$ cat config.mk
export PLATFORM = sky130hd
export DESIGN_NAME = rotation_sin_cos_gen
export DESIGN_NICKNAME = d
export VERILOG_FILES = /design/src/rtl/rotation_sin_cos_gen.sv
export SDC_FILE = /design/constraint.sdc
export NUM_CORES = 1
export LEC_CHECK = 0
export CAP_MARGIN = 30
export CORE_ASPECT_RATIO = 1.1
export CORE_MARGIN = 10
export CORE_UTILIZATION = 56
export CTS_CLUSTER_DIAMETER = 40
export DETAILED_ROUTE_END_ITERATION = 16
export PLACE_DENSITY_LB_ADDON = 0.05
export SLEW_MARGIN = 20
export SYNTH_ARGS = -nofsm -noshare
export SYNTH_HDL_FRONTEND = slang
export SYNTH_SLANG_ARGS = --single-unit
$ cat constraint.sdc
create_clock -name clk -period 3.4 [get_ports clk]
set_clock_uncertainty 0.15 [all_clocks]
set_input_delay 0.68 -clock clk [delete_from_list [all_inputs] [get_ports clk]]
set_output_delay 0.68 -clock clk [all_outputs]
set_load 0.05 [all_outputs]
$ cat src/rtl/rotation_sin_cos_gen.sv
// Sprite rotation angle register with quarter-wave sin/cos lookup.
// The sin/cos pair and angle commit together once both lookups finish.
module rotation_sin_cos_gen #(
  parameter int ANGLE_STEPS = 64,
  parameter int FRAME_DIV   = 2,
  parameter int ONE         = 65536
) (
  input  logic                           clk,
  input  logic                           resetN,
  input  logic                           startOfFrame,
  input  logic                           rotate_left,
  input  logic                           rotate_right,
  input  logic                           load_angle,
  input  logic [$clog2(ANGLE_STEPS)-1:0] angle_in,
  output logic [$clog2(ANGLE_STEPS)-1:0] angle,
  output logic signed [17:0]             sin_val,
  output logic signed [17:0]             cos_val,
  output logic                           updated,
  output logic                           busy
);
  localparam int AW = $clog2(ANGLE_STEPS);
  localparam int QW = AW - 1;
  localparam int Q = ANGLE_STEPS / 4;
  localparam int STRIDE = 64 / ANGLE_STEPS;
  localparam int CW = (FRAME_DIV > 1) ? $clog2(FRAME_DIV) : 1;
  localparam logic [CW-1:0] CNT_MAX = CW'(FRAME_DIV - 1);
  localparam logic [AW-1:0] QTR = AW'(Q);

  typedef enum logic [2:0] {
    IDLE, SIN_RD, SIN_CAP, COS_RD, COS_CAP, COMMIT
  } state_t;

  state_t state, state_n;

  logic [AW-1:0]     work;
  logic [CW-1:0]     frame_cnt;
  logic [QW-1:0]     addr_q;
  logic              neg_q;
  logic signed [17:0] sin_tmp, cos_tmp;
  logic [4:0]        fine_idx;
  logic signed [17:0] rom_mag, rom_signed;
  logic [AW-1:0]     cos_idx, step_angle;
  logic              one_key;

  // 64-step quarter-wave base table; coarser tables subsample it
  function automatic logic [16:0] q64(input logic [4:0] i);
    case (i)
      5'd0:    return 17'd0;
      5'd1:    return 17'd6424;
      5'd2:    return 17'd12785;
      5'd3:    return 17'd19024;
      5'd4:    return 17'd25080;
      5'd5:    return 17'd30893;
      5'd6:    return 17'd36410;
      5'd7:    return 17'd41576;
      5'd8:    return 17'd46341;
      5'd9:    return 17'd50660;
      5'd10:   return 17'd54491;
      5'd11:   return 17'd57798;
      5'd12:   return 17'd60547;
      5'd13:   return 17'd62714;
      5'd14:   return 17'd64277;
      5'd15:   return 17'd65220;
      5'd16:   return 17'd65536;
      default: return 17'd0;
    endcase
  endfunction

  function automatic logic signed [17:0] scale(input logic [16:0] v);
    longint p;
    p = (longint'(v) * ONE + 32768) / 65536;
    return 18'(p);
  endfunction

  function automatic logic [QW-1:0] lut_addr(input logic [AW-1:0] a);
    logic [QW-1:0] r;
    r = {1'b0, a[AW-3:0]};
    return a[AW-2] ? QW'(Q) - r : r;
  endfunction

  assign fine_idx   = 5'(int'(addr_q) * STRIDE);
  assign rom_mag    = scale(q64(fine_idx));
  assign rom_signed = neg_q ? -rom_mag : rom_mag;
  assign cos_idx    = work + QTR;
  assign step_angle = rotate_right ? work + AW'(1) : work - AW'(1);
  assign one_key    = rotate_left ^ rotate_right;
  assign busy       = (state != IDLE);

  always_ff @(posedge clk or negedge resetN) begin
    if (!resetN) state <= IDLE;
    else         state <= state_n;
  end

  always_comb begin
    state_n = state;
    unique case (state)
      IDLE:    if (load_angle || startOfFrame) state_n = SIN_RD;
      SIN_RD:  state_n = SIN_CAP;
      SIN_CAP: state_n = COS_RD;
      COS_RD:  state_n = COS_CAP;
      COS_CAP: state_n = COMMIT;
      COMMIT:  state_n = IDLE;
      default: state_n = IDLE;
    endcase
  end

  always_ff @(posedge clk or negedge resetN) begin
    if (!resetN) begin
      work      <= '0;
      frame_cnt <= CNT_MAX;
      addr_q    <= '0;
      neg_q     <= 1'b0;
      sin_tmp   <= '0;
      cos_tmp   <= '0;
      angle     <= '0;
      sin_val   <= '0;
      cos_val   <= 18'(ONE);
      updated   <= 1'b0;
    end else begin
      updated <= (state == COMMIT);
      case (state)
        IDLE: begin
          if (load_angle) begin
            work      <= angle_in;
            frame_cnt <= CNT_MAX;
          end else if (startOfFrame) begin
            if (!one_key) begin
              frame_cnt <= CNT_MAX;
            end else if (frame_cnt == CNT_MAX) begin
              work      <= step_angle;
              frame_cnt <= '0;
            end else begin
              frame_cnt <= frame_cnt + CW'(1);
            end
          end
        end
        SIN_RD: begin
          addr_q <= lut_addr(work);
          neg_q  <= work[AW-1];
        end
        SIN_CAP: sin_tmp <= rom_signed;
        COS_RD: begin
          addr_q <= lut_addr(cos_idx);
          neg_q  <= cos_idx[AW-1];
        end
        COS_CAP: cos_tmp <= rom_signed;
        COMMIT: begin
          angle   <= work;
          sin_val <= sin_tmp;
          cos_val <= cos_tmp;
        end
        default: ;
      endcase
    end
  end
endmodule

# Word level (Yosys, flattened, before mapping)
# Memories as Yosys holds them, arrays and structs flattened.
# Index checks and enable logic that the tools add are counted.
dict set report classes {
  n_addsub 9
  bitwise_logic 2
  n_eq_ne 6
  n_reduce_logical 10
  mux 16
}
# operator n
set ops {}
lappend ops {{33-bit by 16-bit adder with 34-bit output (second input constant)} 1}
lappend ops {{6-bit two-way mux} 5}
lappend ops {{18-bit by 1-bit adder with 18-bit output} 1}
lappend ops {{18-bit two-way mux} 1}
lappend ops {{18-bit negator} 1}
lappend ops {{16-bit OR reduction} 1}
lappend ops {{3-bit case mux with 5 select lines} 1}
lappend ops {{5-bit two-way mux} 2}
lappend ops {{5-bit case mux with 2 select lines} 1}
lappend ops {{5-bit by 4-bit subtractor with 5-bit output (first input constant)} 2}
lappend ops {{2-bit nonzero test} 4}
lappend ops {{6-bit by 1-bit adder with 6-bit output (second input constant)} 1}
lappend ops {{6-bit by 5-bit adder with 6-bit output (second input constant)} 1}
lappend ops {{3-bit by 2-bit == test with 1-bit output (second input constant)} 2}
lappend ops {{3-bit == test (second input constant)} 2}
lappend ops {{6-bit by 1-bit subtractor with 6-bit output (second input constant)} 1}
lappend ops {{1-bit two-way mux} 4}
lappend ops {{4-bit AND reduction} 1}
lappend ops {{3-bit by 1-bit == test with 1-bit output (second input constant)} 1}
lappend ops {{3-bit zero test} 1}
lappend ops {{3-bit two-way mux} 1}
lappend ops {{3-bit nonzero test} 1}
lappend ops {{2-bit != test (second input constant)} 1}
lappend ops {{1-bit case mux with 2 select lines} 1}
lappend ops {{5 further kinds} 5}
dict set report totals {
  romBits 544
  out_inout_bits 44
  elab_cells 55
  input_bits 12
  memories 1
  regBits 95
}
# name words word_bits rd rd_ports_with_merged_regs write_ports line_no
set mem_list {}
lappend mem_list {{(no name shown)} 32 17 1 0 0 47} ;# case (i)

# Depth between registers and ports, before layout
# An unclocked memory read counts as a cell.
dict set report depth {
  depth_word 7
  ltp_mapped 11
}

# Worst setup path before layout
# Ideal clock, no wire load.
dict set report synth_path {
  kind {flip-flop to flip-flop}
  startpoint {register addr_q[0]}
  endpoint {register sin_tmp[16]}
  arrival_time_ps 2506
  stages_incl_launch_ff 11
  slack_ps 614
  required_ps 3119
  cell_sequence {dfrtp_1 inv_1 ha_1 clkbuf_1 mux2_2 o21ai_0 ha_1 nand4b_4 o41ai_2 xor2_1 o21ai_1}
}
dict set report synth_between {
  elab_chain_cells 5
}
# item line_no
set synth_lines {}
lappend synth_lines {{start, declared} 37} ;# logic [QW-1:0] addr_q;
lappend synth_lines {{start signal, assigned} 138} ;# addr_q <= lut_addr(work);
lappend synth_lines {{start signal, assigned} 143} ;# addr_q <= lut_addr(cos_idx);
lappend synth_lines {{memory 32 x 17 bit *} --}
lappend synth_lines {{33-bit by 16-bit adder with 34-bit output *} 71} ;# p = (longint'(v) * ONE + 32768) / 65536;
lappend synth_lines {{18-bit by 1-bit adder with 18-bit output (no source line) *} --}
lappend synth_lines {{18-bit negator} 83} ;# assign rom_signed = neg_q ? -rom_mag : rom_mag;
lappend synth_lines {{18-bit two-way mux *} 83}
lappend synth_lines {{end signal, assigned} 141} ;# SIN_CAP: sin_tmp <= rom_signed;
lappend synth_lines {{end, declared} 39} ;# logic signed [17:0] sin_tmp, cos_tmp;
# Mark *: on every way between the ends. The rest lies on a longest branch, timed or not.
# A chain may end at the register's enable or synchronous reset.

# Worst setup path after layout
dict set report layout_path {
  startpoint {register addr_q[1]}
  endpoint {register sin_tmp[16]}
}
# The elaborated chain is that of the path after synthesis.

==> results.md <==
- **area of the mapped netlist** 4807 sq um
- **number of CTS-inserted buffers** 9
- **proportion of netlist area held by the largest area contributor** 0.4841
- **clk buf depth** 2
- **Clock transition at path regs** 110 ps
- **Final Hold Vio Count** 0
- **die width** 108.3 um
- **Ant. Diodes** 0
- **number of global-route vias before repair** 3596
- **Peak Freq** 0.3439 GHz
- **total wirelength of the detailed-routed design** 10.57 mm
- **largest cells by area after synthesis** sky130_fd_sc_hd__dfrtp_1, sky130_fd_sc_hd__nand2_1, sky130_fd_sc_hd__o21ai_0
- **number of enable flip-flop cells after synthesis** 0
- **placeable core region** 8364 sq um
- **multiplexer share of the synthesized area** 0.01796
- **post-synthesis area per instance** 8.772 sq um
- **tightest slew margin relative to the limit** 0.4658
- **pins over their slew limit** 0
- **cells resized by post-CTS repair** 0
- **top cell type by total area after synthesis** sky130_fd_sc_hd__dfrtp_1
- **total routing usage reported by global routing** 0.1722
- **Post CTS Setup Buffer Count** 0
- **Worst Setup Start Kind** flip-flop
- **capturing element type of the critical path** flip-flop
- **worst r2r src** addr_q[1]
- **nets** 625
- **effective utilization at floorplan** 0.5747
- **largest net degree at the start of global routing** 49
- **gate count of the mapped netlist** 548
- **leftover overflow at the end of global routing** 0
- **1st-pass router iterations** 4
- **total DRC errors in the routed layout** 0
- **half-perimeter wire length after detailed placement** 7.641 mm
- **CTS tree** built
- **Hold/Removal Path Class** primary input to async pin
- **number of nets with antenna violations after routing** 0
- **CTS Hold Bufs** 0
- **fraction of the mapped netlist area in compound gates** 0.1377
- **basic-gate share of the synthesized area counting and, or, nand and nor cells** 0.2199
- **post-route design area** 5688 sq um
- **count of state elements after synthesis** 95
- **reg-to-reg endpoint** sin_tmp[16]
- **overall die area** 12690 sq um
- **clock insertion delay at the later pin of the skew report** 370 ps
- **wire length of the first global-routing pass** 17.64 mm
- **setup violation total in the final timing report** 0
- **instance area after placement** 5479 sq um
- **Site Rows** 35
- **arrival time of data at the critical path endpoint** 3010 ps
- **count of vias placed by the detailed router** 3782
- **share of final-layout standard cells stronger than drive strength 1** 0.07641
- **parity-gate share of the synthesized area counting xor and xnor cells** 0.04373
- **synthesis-to-layout area growth** 18.32%
- **outcome** complete, no violations
- **critical path class** flip-flop to flip-flop
- **IO Pins** 56
- **number of cells traversed by the worst register-to-register path** 9
- **Total Negative Setup Slacks** 0 ps
- **count of max-cap constraint violations** 0
- **dominant register cell in the synthesized netlist** sky130_fd_sc_hd__dfrtp_1
- **endpoint required time on the critical path** 3500 ps
- **period utilization** 0.8552
- **number of nets produced by synthesis** 576
- **fraction of the mapped netlist area in adder cells** 0.04321
- **master cell of the clock root buffer** sky130_fd_sc_hd__clkbuf_8
- **sequential share of the synthesized area** 0.4951
- **H-tree lvl count** 3
- **dominant combinational cell family by area after synthesis** simple AND/OR/NAND/NOR gates
- **placer's final routability congestion estimate** 0.8900
- **Post-synth ARST share** 1.000
- **clock tree sinks** 95
- **filler cell count** 691
- **detailed-route vias per instance** 5.304
- **routed length per instance** 14.83 um
- **flop2flop setup slack** 490 ps
- **min Tclk post-route** 2908 ps
- **total of buffers placed on input and output ports** 55
- **RSZ-0062 raised after global routing** no
- **post-synthesis cell type count** 55
- **highest net fanout along the worst path** 7
- **initial antenna violation count** 0
- **starting DRC count in detailed routing** 166
- **Vert. Die Dim** 117.2 um
- **Worst Max-Slew Pin Slew** 801.2 ps
- **Yosys Warn Count** 0
-- kinds of logic (layout without fill, tap and decap cells) --
family | Yosys count | count (layout)
xor+xnor | 24 | 24
flops | 95 | 95
compound gates | 108 | 108
simple gates | 251 | 251
fa+ha+maj | 16 | 16
buf+inv | 47 | 101
mux | 7 | 7
-- cell usage in the layout, fill, tap and decap left out, types with 3 or more instances in the layout --
| master | n |
|---|---|
| sky130_fd_sc_hd__o21ai_0 | 55 |
| sky130_fd_sc_hd__a211oi_1 | 4 |
| sky130_fd_sc_hd__a21oi_1 | 18 |
| sky130_fd_sc_hd__clkdlybuf4s50_1 | 54 |
| sky130_fd_sc_hd__or3_1 | 3 |
| sky130_fd_sc_hd__xor2_1 | 13 |
| sky130_fd_sc_hd__dfrtp_1 | 93 |
| sky130_fd_sc_hd__nand2_1 | 186 |
| sky130_fd_sc_hd__nand3_1 | 7 |
| sky130_fd_sc_hd__a211o_1 | 3 |
| sky130_fd_sc_hd__clkbuf_8 | 9 |
| sky130_fd_sc_hd__o31ai_1 | 5 |
| sky130_fd_sc_hd__buf_4 | 16 |
| sky130_fd_sc_hd__inv_1 | 12 |
| sky130_fd_sc_hd__mux2_4 | 3 |
| sky130_fd_sc_hd__nor3_1 | 9 |
| sky130_fd_sc_hd__ha_1 | 15 |
| sky130_fd_sc_hd__a31oi_1 | 3 |
| sky130_fd_sc_hd__xnor2_1 | 11 |
| sky130_fd_sc_hd__nand2b_1 | 7 |
| sky130_fd_sc_hd__mux2i_1 | 3 |
| sky130_fd_sc_hd__nor2b_1 | 3 |
| sky130_fd_sc_hd__nor2_1 | 22 |
-- through the flow --
step,setup WS (ps),util,hold WS (ps),instances
after floorplan,613.8,-,234.4,548
after global placement,358.1,0.6518,299.2,695
after detailed placement,299.3,0.6550,300.1,696
after CTS,459.7,0.6787,189.6,712
after global routing,257.3,0.6800,189.9,713
final,492.2,0.6800,162.2,713
-- sequential cells by signal, indices dropped and copies added, names as in the netlist --
name / count
sin_tmp: 18
frame_cnt: 1
angle: 6
state: 3
cos_tmp: 18
addr_q: 5
cos_val: 18
sin_val: 18
updated: 1
work: 6
neg_q: 1
-- cells in the mapped netlist (all sizes together), types with 4 or more instances --
cell type and n:
o31ai 5, mux2 4, dfrtp 93, nand2b 7, inv 12, nor2 22
clkbuf 24, a211oi 4, nor3 9, nand3 7, o21ai 57, a21oi 19
xor2 13, nand2 186, buf 10, xnor2 11, ha 15
-- routing by layer --
metal / vias up / part of all wire / global-route usage
met2: 62 / 0.47 / 0.2677
met3: 14 / 0.043 / 0.03614
met4: 0 / 0.014 / 0.05717
li1: 1915 / - / -
met5: - / 0 / 0
met1: 1791 / 0.48 / 0.2346
-- worst max-delay path, stage by stage (launching register included) --
cell and delay [ps]:
sky130_fd_sc_hd__dfrtp_1 460, sky130_fd_sc_hd__inv_1 150, sky130_fd_sc_hd__ha_1 270, sky130_fd_sc_hd__mux2_2 280
sky130_fd_sc_hd__o21ai_0 320, sky130_fd_sc_hd__ha_1 310, sky130_fd_sc_hd__nand4b_4 160, sky130_fd_sc_hd__o41ai_2 400
sky130_fd_sc_hd__xor2_1 220, sky130_fd_sc_hd__o21ai_1 80
-- how the worst max path moves through the flow --
stage                             from           to  cells past startpoint
final                        addr_q[1]  sin_tmp[16]                      9
after global routing         addr_q[3]   cos_tmp[8]                      8
after CTS                    addr_q[1]  sin_tmp[16]                      9
after detailed placement  rotate_right      work[5]                     10
after global placement    rotate_right      work[5]                     10
after floorplan              addr_q[0]  sin_tmp[16]                     10
-- final cells by class --
cell class,instances,area (sq um),area share
clock buffer,9,123.9,0.02178
tap,111,138.9,0.02442
clock inverter,7,73.82,0.01298
inverter,13,48.80,0.008579
sequential,95,2380,0.4184
timing repair buffer,72,699.4,0.1230
multi-input combinational,406,2223,0.3909
Power is not shown: default switching activity piles up to over one toggle a cycle in this logic, so the estimate is an artifact.
